==> src/rtl/gerador_controle.sv <==
// gerador_controle: input front-end for the car game.
// Synchronizes and debounces the two raw push-buttons, then turns the
// debounced levels into one-cycle step strobes on `control`
// (2'b10 = right, 2'b01 = left, 2'b00 = idle; 2'b11 is never driven).
// Optional feature: define GERADOR_AUTO_REPEAT_EN to enable auto-repeat
// while a button is held. Without it each accepted press yields one strobe.
module gerador_controle #(
  parameter int unsigned DEBOUNCE_CYCLES = 500000,
  parameter int unsigned REPEAT_DELAY    = 12500000,
  parameter int unsigned REPEAT_PERIOD   = 2500000
) (
  input  logic       clk,
  input  logic       reset,
  input  logic       btn_left,
  input  logic       btn_right,
  output logic [1:0] control,
  output logic       held_left,
  output logic       held_right
);

  // Index 0 is the left button, index 1 the right button throughout.
  localparam int unsigned NBTN = 2;
  localparam int unsigned DB_W = $clog2(DEBOUNCE_CYCLES + 1);
  localparam logic [DB_W-1:0] DB_LAST = DB_W'(DEBOUNCE_CYCLES - 1);

  localparam logic [1:0] CODE_IDLE  = 2'b00;
  localparam logic [1:0] CODE_LEFT  = 2'b01;
  localparam logic [1:0] CODE_RIGHT = 2'b10;

`ifdef GERADOR_AUTO_REPEAT_EN
  localparam int unsigned REP_MAX = (REPEAT_DELAY > REPEAT_PERIOD) ? REPEAT_DELAY : REPEAT_PERIOD;
  localparam int unsigned REP_W   = $clog2(REP_MAX + 1);
  // Counter is loaded on the strobe edge and expires when it reads zero,
  // so a load of N-1 places the next strobe exactly N edges later.
  localparam logic [REP_W-1:0] REP_FIRST = REP_W'(REPEAT_DELAY - 1);
  localparam logic [REP_W-1:0] REP_NEXT  = REP_W'(REPEAT_PERIOD - 1);

  typedef enum logic [1:0] {
    ST_IDLE   = 2'd0,
    ST_FIRST  = 2'd1,
    ST_DELAY  = 2'd2,
    ST_REPEAT = 2'd3
  } state_t;
`else
  typedef enum logic [1:0] {
    ST_IDLE  = 2'd0,
    ST_FIRST = 2'd1,
    ST_HELD  = 2'd2
  } state_t;
`endif

  // Reject zero-valued timing parameters at elaboration.
  if (DEBOUNCE_CYCLES == 0 || REPEAT_DELAY == 0 || REPEAT_PERIOD == 0) begin : g_bad_param
    $error("gerador_controle: DEBOUNCE_CYCLES, REPEAT_DELAY and REPEAT_PERIOD must be >= 1");
  end

  logic [NBTN-1:0] r_sync1;
  logic [NBTN-1:0] r_sync2;
  logic [NBTN-1:0] r_stable;
  logic [DB_W-1:0] r_db_cnt [NBTN];

  state_t     r_state;
  state_t     w_state_nxt;
  logic       r_dir;          // latched direction: 1 = right, 0 = left
  logic       w_dir_nxt;
  logic [1:0] r_control;
  logic [1:0] w_control_nxt;

`ifdef GERADOR_AUTO_REPEAT_EN
  logic [REP_W-1:0] r_rep;
  logic [REP_W-1:0] w_rep_nxt;
  logic             w_rep_expired;
  logic [1:0]       w_code_cur;
`endif

  logic       w_req_right;
  logic       w_req_left;
  logic       w_req_any;
  logic       w_reversed;
  logic [1:0] w_code_req;

  // Two-flop synchronizer for both raw buttons.
  always_ff @(posedge clk or posedge reset) begin
    if (reset) begin
      r_sync1 <= '0;
      r_sync2 <= '0;
    end else begin
      r_sync1 <= {btn_right, btn_left};
      r_sync2 <= r_sync1;
    end
  end

  // Debounce: a new level is accepted after DEBOUNCE_CYCLES consecutive differing samples.
  always_ff @(posedge clk or posedge reset) begin
    if (reset) begin
      r_stable <= '0;
      for (int i = 0; i < NBTN; i++) begin
        r_db_cnt[i] <= '0;
      end
    end else begin
      for (int i = 0; i < NBTN; i++) begin
        if (r_sync2[i] == r_stable[i]) begin
          r_db_cnt[i] <= '0;
        end else if (r_db_cnt[i] == DB_LAST) begin
          r_stable[i] <= ~r_stable[i];
          r_db_cnt[i] <= '0;
        end else begin
          r_db_cnt[i] <= r_db_cnt[i] + DB_W'(1);
        end
      end
    end
  end

  // Direction request from debounced levels; both or neither held means no request.
  always_comb begin
    w_req_right = r_stable[1] & ~r_stable[0];
    w_req_left  = r_stable[0] & ~r_stable[1];
    w_req_any   = w_req_right | w_req_left;
    w_reversed  = w_req_any & (w_req_right != r_dir);
    w_code_req  = w_req_right ? CODE_RIGHT : CODE_LEFT;
  end

`ifdef GERADOR_AUTO_REPEAT_EN
  // Repeat timer status and the code of the direction currently being repeated.
  always_comb begin
    w_rep_expired = (r_rep == '0);
    w_code_cur    = r_dir ? CODE_RIGHT : CODE_LEFT;
  end
`endif

  // FSM state, latched direction, repeat timer and registered strobe output.
  always_ff @(posedge clk or posedge reset) begin
    if (reset) begin
      r_state   <= ST_IDLE;
      r_dir     <= 1'b0;
      r_control <= CODE_IDLE;
`ifdef GERADOR_AUTO_REPEAT_EN
      r_rep     <= '0;
`endif
    end else begin
      r_state   <= w_state_nxt;
      r_dir     <= w_dir_nxt;
      r_control <= w_control_nxt;
`ifdef GERADOR_AUTO_REPEAT_EN
      r_rep     <= w_rep_nxt;
`endif
    end
  end

  // Next-state and strobe decode; the strobe is registered with the transition that emits it.
  always_comb begin
    w_state_nxt   = r_state;
    w_dir_nxt     = r_dir;
    w_control_nxt = CODE_IDLE;
`ifdef GERADOR_AUTO_REPEAT_EN
    w_rep_nxt     = r_rep;
`endif

    case (r_state)
      ST_IDLE: begin
        if (w_req_any) begin
          w_state_nxt   = ST_FIRST;
          w_dir_nxt     = w_req_right;
          w_control_nxt = w_code_req;
`ifdef GERADOR_AUTO_REPEAT_EN
          w_rep_nxt     = REP_FIRST;
`endif
        end
      end

`ifdef GERADOR_AUTO_REPEAT_EN
      ST_FIRST, ST_DELAY, ST_REPEAT: begin
        if (!w_req_any) begin
          // Released or both held: stop without a further strobe.
          w_state_nxt = ST_IDLE;
        end else if (w_reversed) begin
          // Opposite direction is a fresh press.
          w_state_nxt   = ST_FIRST;
          w_dir_nxt     = w_req_right;
          w_control_nxt = w_code_req;
          w_rep_nxt     = REP_FIRST;
        end else if (w_rep_expired) begin
          w_state_nxt   = ST_REPEAT;
          w_control_nxt = w_code_cur;
          w_rep_nxt     = REP_NEXT;
        end else begin
          w_state_nxt = (r_state == ST_REPEAT) ? ST_REPEAT : ST_DELAY;
          w_rep_nxt   = r_rep - REP_W'(1);
        end
      end
`else
      ST_FIRST, ST_HELD: begin
        if (!w_req_any) begin
          w_state_nxt = ST_IDLE;
        end else if (w_reversed) begin
          w_state_nxt   = ST_FIRST;
          w_dir_nxt     = w_req_right;
          w_control_nxt = w_code_req;
        end else begin
          w_state_nxt = ST_HELD;
        end
      end
`endif

      default: begin
        w_state_nxt = ST_IDLE;
      end
    endcase
  end

  assign control    = r_control;
  assign held_left  = r_stable[0];
  assign held_right = r_stable[1];

endmodule

==> config.mk <==
export PLATFORM = sky130hd
export DESIGN_NAME = gerador_controle
export DESIGN_NICKNAME = d
export VERILOG_FILES = /design/src/rtl/gerador_controle.sv
export SDC_FILE = /design/constraint.sdc
export NUM_CORES = 1
export LEC_CHECK = 0
export ABC_AREA = 1
export BUFFER_PORTS_ARGS = -buffer_cell sky130_fd_sc_hd__buf_2
export CORE_ASPECT_RATIO = 1.2
export CORE_UTILIZATION = 56
export CTS_CLUSTER_SIZE = 24
export DETAILED_ROUTE_END_ITERATION = 10
export PLACE_DENSITY = 0.76
export SYNTH_ARGS = -nofsm -noshare
export SYNTH_HDL_FRONTEND = slang
export SYNTH_SLANG_ARGS = --single-unit
export TNS_END_PERCENT = 20
==> constraint.sdc <==
create_clock -name clk -period 1.46 [get_ports clk]
set_input_delay 0.365 -clock clk [delete_from_list [all_inputs] [get_ports clk]]
set_output_delay 0.365 -clock clk [all_outputs]
set_load 0.01 [all_outputs]
==> out/qor.csv <==
stage,metric,value,unit
floorplanning,Die X-Extent,66.9,microns
clock_tree,Post-CTS Setup Bufs,0,
critical_path,Setup crit start kind,flop,
cells_and_area,fin util,66.5,%
cells_and_area,"most common cell after layout, fill and taps aside",nor2_1,
cells_and_area,Filler cells,421,
yosys,largest family of logic cells by synthesized area,simple AND/OR/NAND/NOR gates,
power_and_ir_drop,Pwr Density,726,mW/mm^2
flow_run,Max Cap Viol,0,
yosys,Synth Register Bits,49,
detailed_routing,WL/cell,12.1,microns
clock_tree,CTS tree,done,
yosys,Synth Area in Compound Gates,3.85,%
detailed_routing,Iter 0 DRT Violations,128,
yosys,multiplexer area fraction after synthesis,0,%
critical_path,Worst path top cell family by delay,flip-flops,
critical_path,CP max stage cell,dfrtp_1,
yosys,Mapped Cells,373,
sta,crit path time final,1430,ps
cells_and_area,FF+latch area,0.00123,sq mm
cells_and_area,Final nets,404,
yosys,number of synthesized flops with an enable pin,0,
floorplanning,starting density of the core,59.8,%
grt,pin count of the biggest net entering global routing,39,
cells_and_area,n_diodes,0,
sta,Final Slew Violations,0,
sta,Setup Skew,11.8,ps
grt,first-pass GRT wire length,9410,microns
critical_path,Crit path top cell by count,ha_4,
place,DP HPWL,4130,microns
critical_path,CP bufs+invs,1,
yosys,Async SR Flop Fraction,100,%
clock_tree,worst skew pair latency,310,ps
place,IO buf count,7,
grt,vias in the first global route,2213,
critical_path,Arrival @ worst endpoint,1670,ps
floorplanning,Die Y,79.9,microns
floorplanning,IO Pins,8,
clock_tree,Clk Tree Root Cell,clkbuf_8,
cells_and_area,area of the multi-input gates,0.00146,sq mm
sta,hold slack,160,ps
detailed_routing,post-route ant nets,0,
grt,initial antenna violation count,0,
critical_path,CP max stage delay,420,ps
yosys,main area contributors after synthesis,"dfrtp_1 (43%), nor2_1 (12%), nand2_1 (8.8%)",
place,Routability Congestion,0.882,
yosys,mapped cell area,0.00283,sq mm
yosys,top_reg_cell synth,dfrtp_1,
yosys,Synth Area in Simple Gates,36.5,%
power_and_ir_drop,VDD IR-drop max,0.763,mV
power_and_ir_drop,static leakage,1.37,nW
sta,worst relative slew slack,78.3,%
critical_path,FF-to-FF Start,r_stable[1],
yosys,sequential cell area fraction in the yosys report,43.3,%
cells_and_area,Finished Cell Area,0.00315,sq mm
cells_and_area,share of cells above drive strength 1,17.5,%
min_path,Hold Crit Class,in -> reg,
sta,Max Freq,699,MHz
floorplanning,core box area,0.00473,sq mm
critical_path,crit-path cells,ha_4 -> ha_4 -> inv_2 -> nand2_2 -> or3_1 -> a21oi_1,
grt,total track usage,23.7,%
sta,period utilization,97.9,%
clock_tree,CTS max path bufs,2,
detailed_routing,drt first pass iters,4,
min_path,HP Start,btn_right,
critical_path,Worst Setup End Kind,flop,
yosys,YS warnings,0,
cells_and_area,"commonest non-fill, non-tap cells in the layout","nor2_1 (89), nand2_1 (64), dfrtp_1 (48), inv_1 (42), nand3_1 (32)",
place,cell area after placement,0.00300,sq mm
critical_path,critical path type,reg -> reg,
floorplanning,row count,27,
outcome,outcome,"finished, final reports clean",
yosys,post-synth cell types,27,
critical_path,"Max FO, Critical Path",2,
sta,final setup vio count,0,
yosys,Synth Area in Adders,3.09,%
clock_tree,"CTS clk-pin slew, worst paths",100,ps
clock_tree,Num CTS Buffers,5,
detailed_routing,# DRC,0,
critical_path,Critical Path Start,r_stable[1],
cells_and_area,Layout area overhead,11.1,%
clock_tree,clk sinks,49,
clock_tree,H-tree depth,2,
yosys,Synth area leader,dfrtp_1,
grt,gr ovfl total,0,
yosys,Synth Area in XOR/XNOR,6.41,%
floorplanning,Die Area,0.00534,sq mm
detailed_routing,via count,2298,
sta,Setup TNS,0,ps
critical_path,WP data required,1710,ps
yosys,syn avg cell area,7.59,sq um
detailed_routing,Routed Wire Length,5470,microns
detailed_routing,Vias/cell,5.08,
yosys,Synth Net Count,384,
yosys,Synth top area share,43.3,%
sta,worst slew pin tran,326,ps
sta,number of hold violations in the final report,0,
sta,RSZ-0062 raised after global routing,yes,
==> per-layer routing <==
| metal | GRT usage, % | share of wire (%) |
|---|---|---|
| met1 | 28.6 | 46 |
| met2 | 40.4 | 50 |
| met5 | 0 | 0 |
| met3 | 4.57 | 2.1 |
| met4 | 10.0 | 1.4 |
==> timing repair <==
item	CTS	global route
pin swaps	2	5
gates resized for setup	3	10
hold buffers	1	0
hold endpoints to repair	9	0
endpoints found under the setup margin	1	15
==> cells by family (layout without fill, tap and decap cells) <==
logic type,Yosys count,after routing
AOI/OAI and AO/OA,21,21
xor gates and xnor gates,19,19
adders and majority gates,7,7
buffers and inverters,51,72
DFF,49,49
and+or+nand+nor,226,226
==> registers in the layout (all words and copies together), names as in the netlist <==
register,cells
r_state,2
r_stable,2
r_dir,1
r_db_cnt,38
r_sync2,2
r_sync1,2
control,2
==> cells in the mapped netlist, types with 2 or more instances <==
library cell / number
a21oi_1: 10
and2_1: 2
dfrtp_1: 49
ha_1: 7
inv_1: 45
inv_2: 5
nand2_1: 66
nand2_2: 10
nand3_1: 32
nand3_2: 2
nand4_1: 2
nor2_1: 90
nor2_2: 11
nor2_4: 5
nor3b_2: 2
o21ai_0: 4
o21ai_1: 5
xnor2_1: 4
xor2_1: 13
xor2_2: 2
==> where the power goes <==
part | internal (W) | total [W] | leakage [nW] | switching (W)
logic | 0.0000322 | 0.0000986 | 0.666 | 0.0000664
registers | 0.00137 | 0.00139 | 0.669 | 0.0000134
clock network | 0.000338 | 0.000798 | 0.0374 | 0.000460
total | 0.00174 | 0.00228 | 1.37 | 0.000540
==> worst paths after layout <==
kind / endpoint / slack, ps / cells past startpoint
max in group asynchronous: r_stable[0] / 410 / 4
hold / removal: r_sync1[1] / 160 / 1
setup reg to reg: control[0] / 30 / 6
min in group asynchronous: control[1] / 560 / 3
hold reg to reg: r_sync2[0] / 350 / 0
setup / recovery: control[0] / 30 / 6
==> stage by stage <==
| step | cells | setup slack [ps] | power, W |
|---|---|---|---|
| finish | 452 | 30.3 | 0.00228 |
| CTS | 452 | 2.87 | 0.00231 |
| floorplan | 373 | -116 | 0.00148 |
| global route | 452 | -16.6 | 0.00237 |
| global placement | 443 | 8.47 | 0.00151 |
| detailed placement | 443 | -5.00 | 0.00151 |
==> final cells by class <==
cell class,count,area share [%]
Multi-Input combinational cell,273,46.5
Clock inverter,2,0.477
Inverter,50,6.09
Timing Repair Buffer,14,3.26
Sequential cell,49,39.0
Tap cell,58,2.31
Clock buffer,6,2.31
Note: power is estimated with default switching activity, not from simulation.
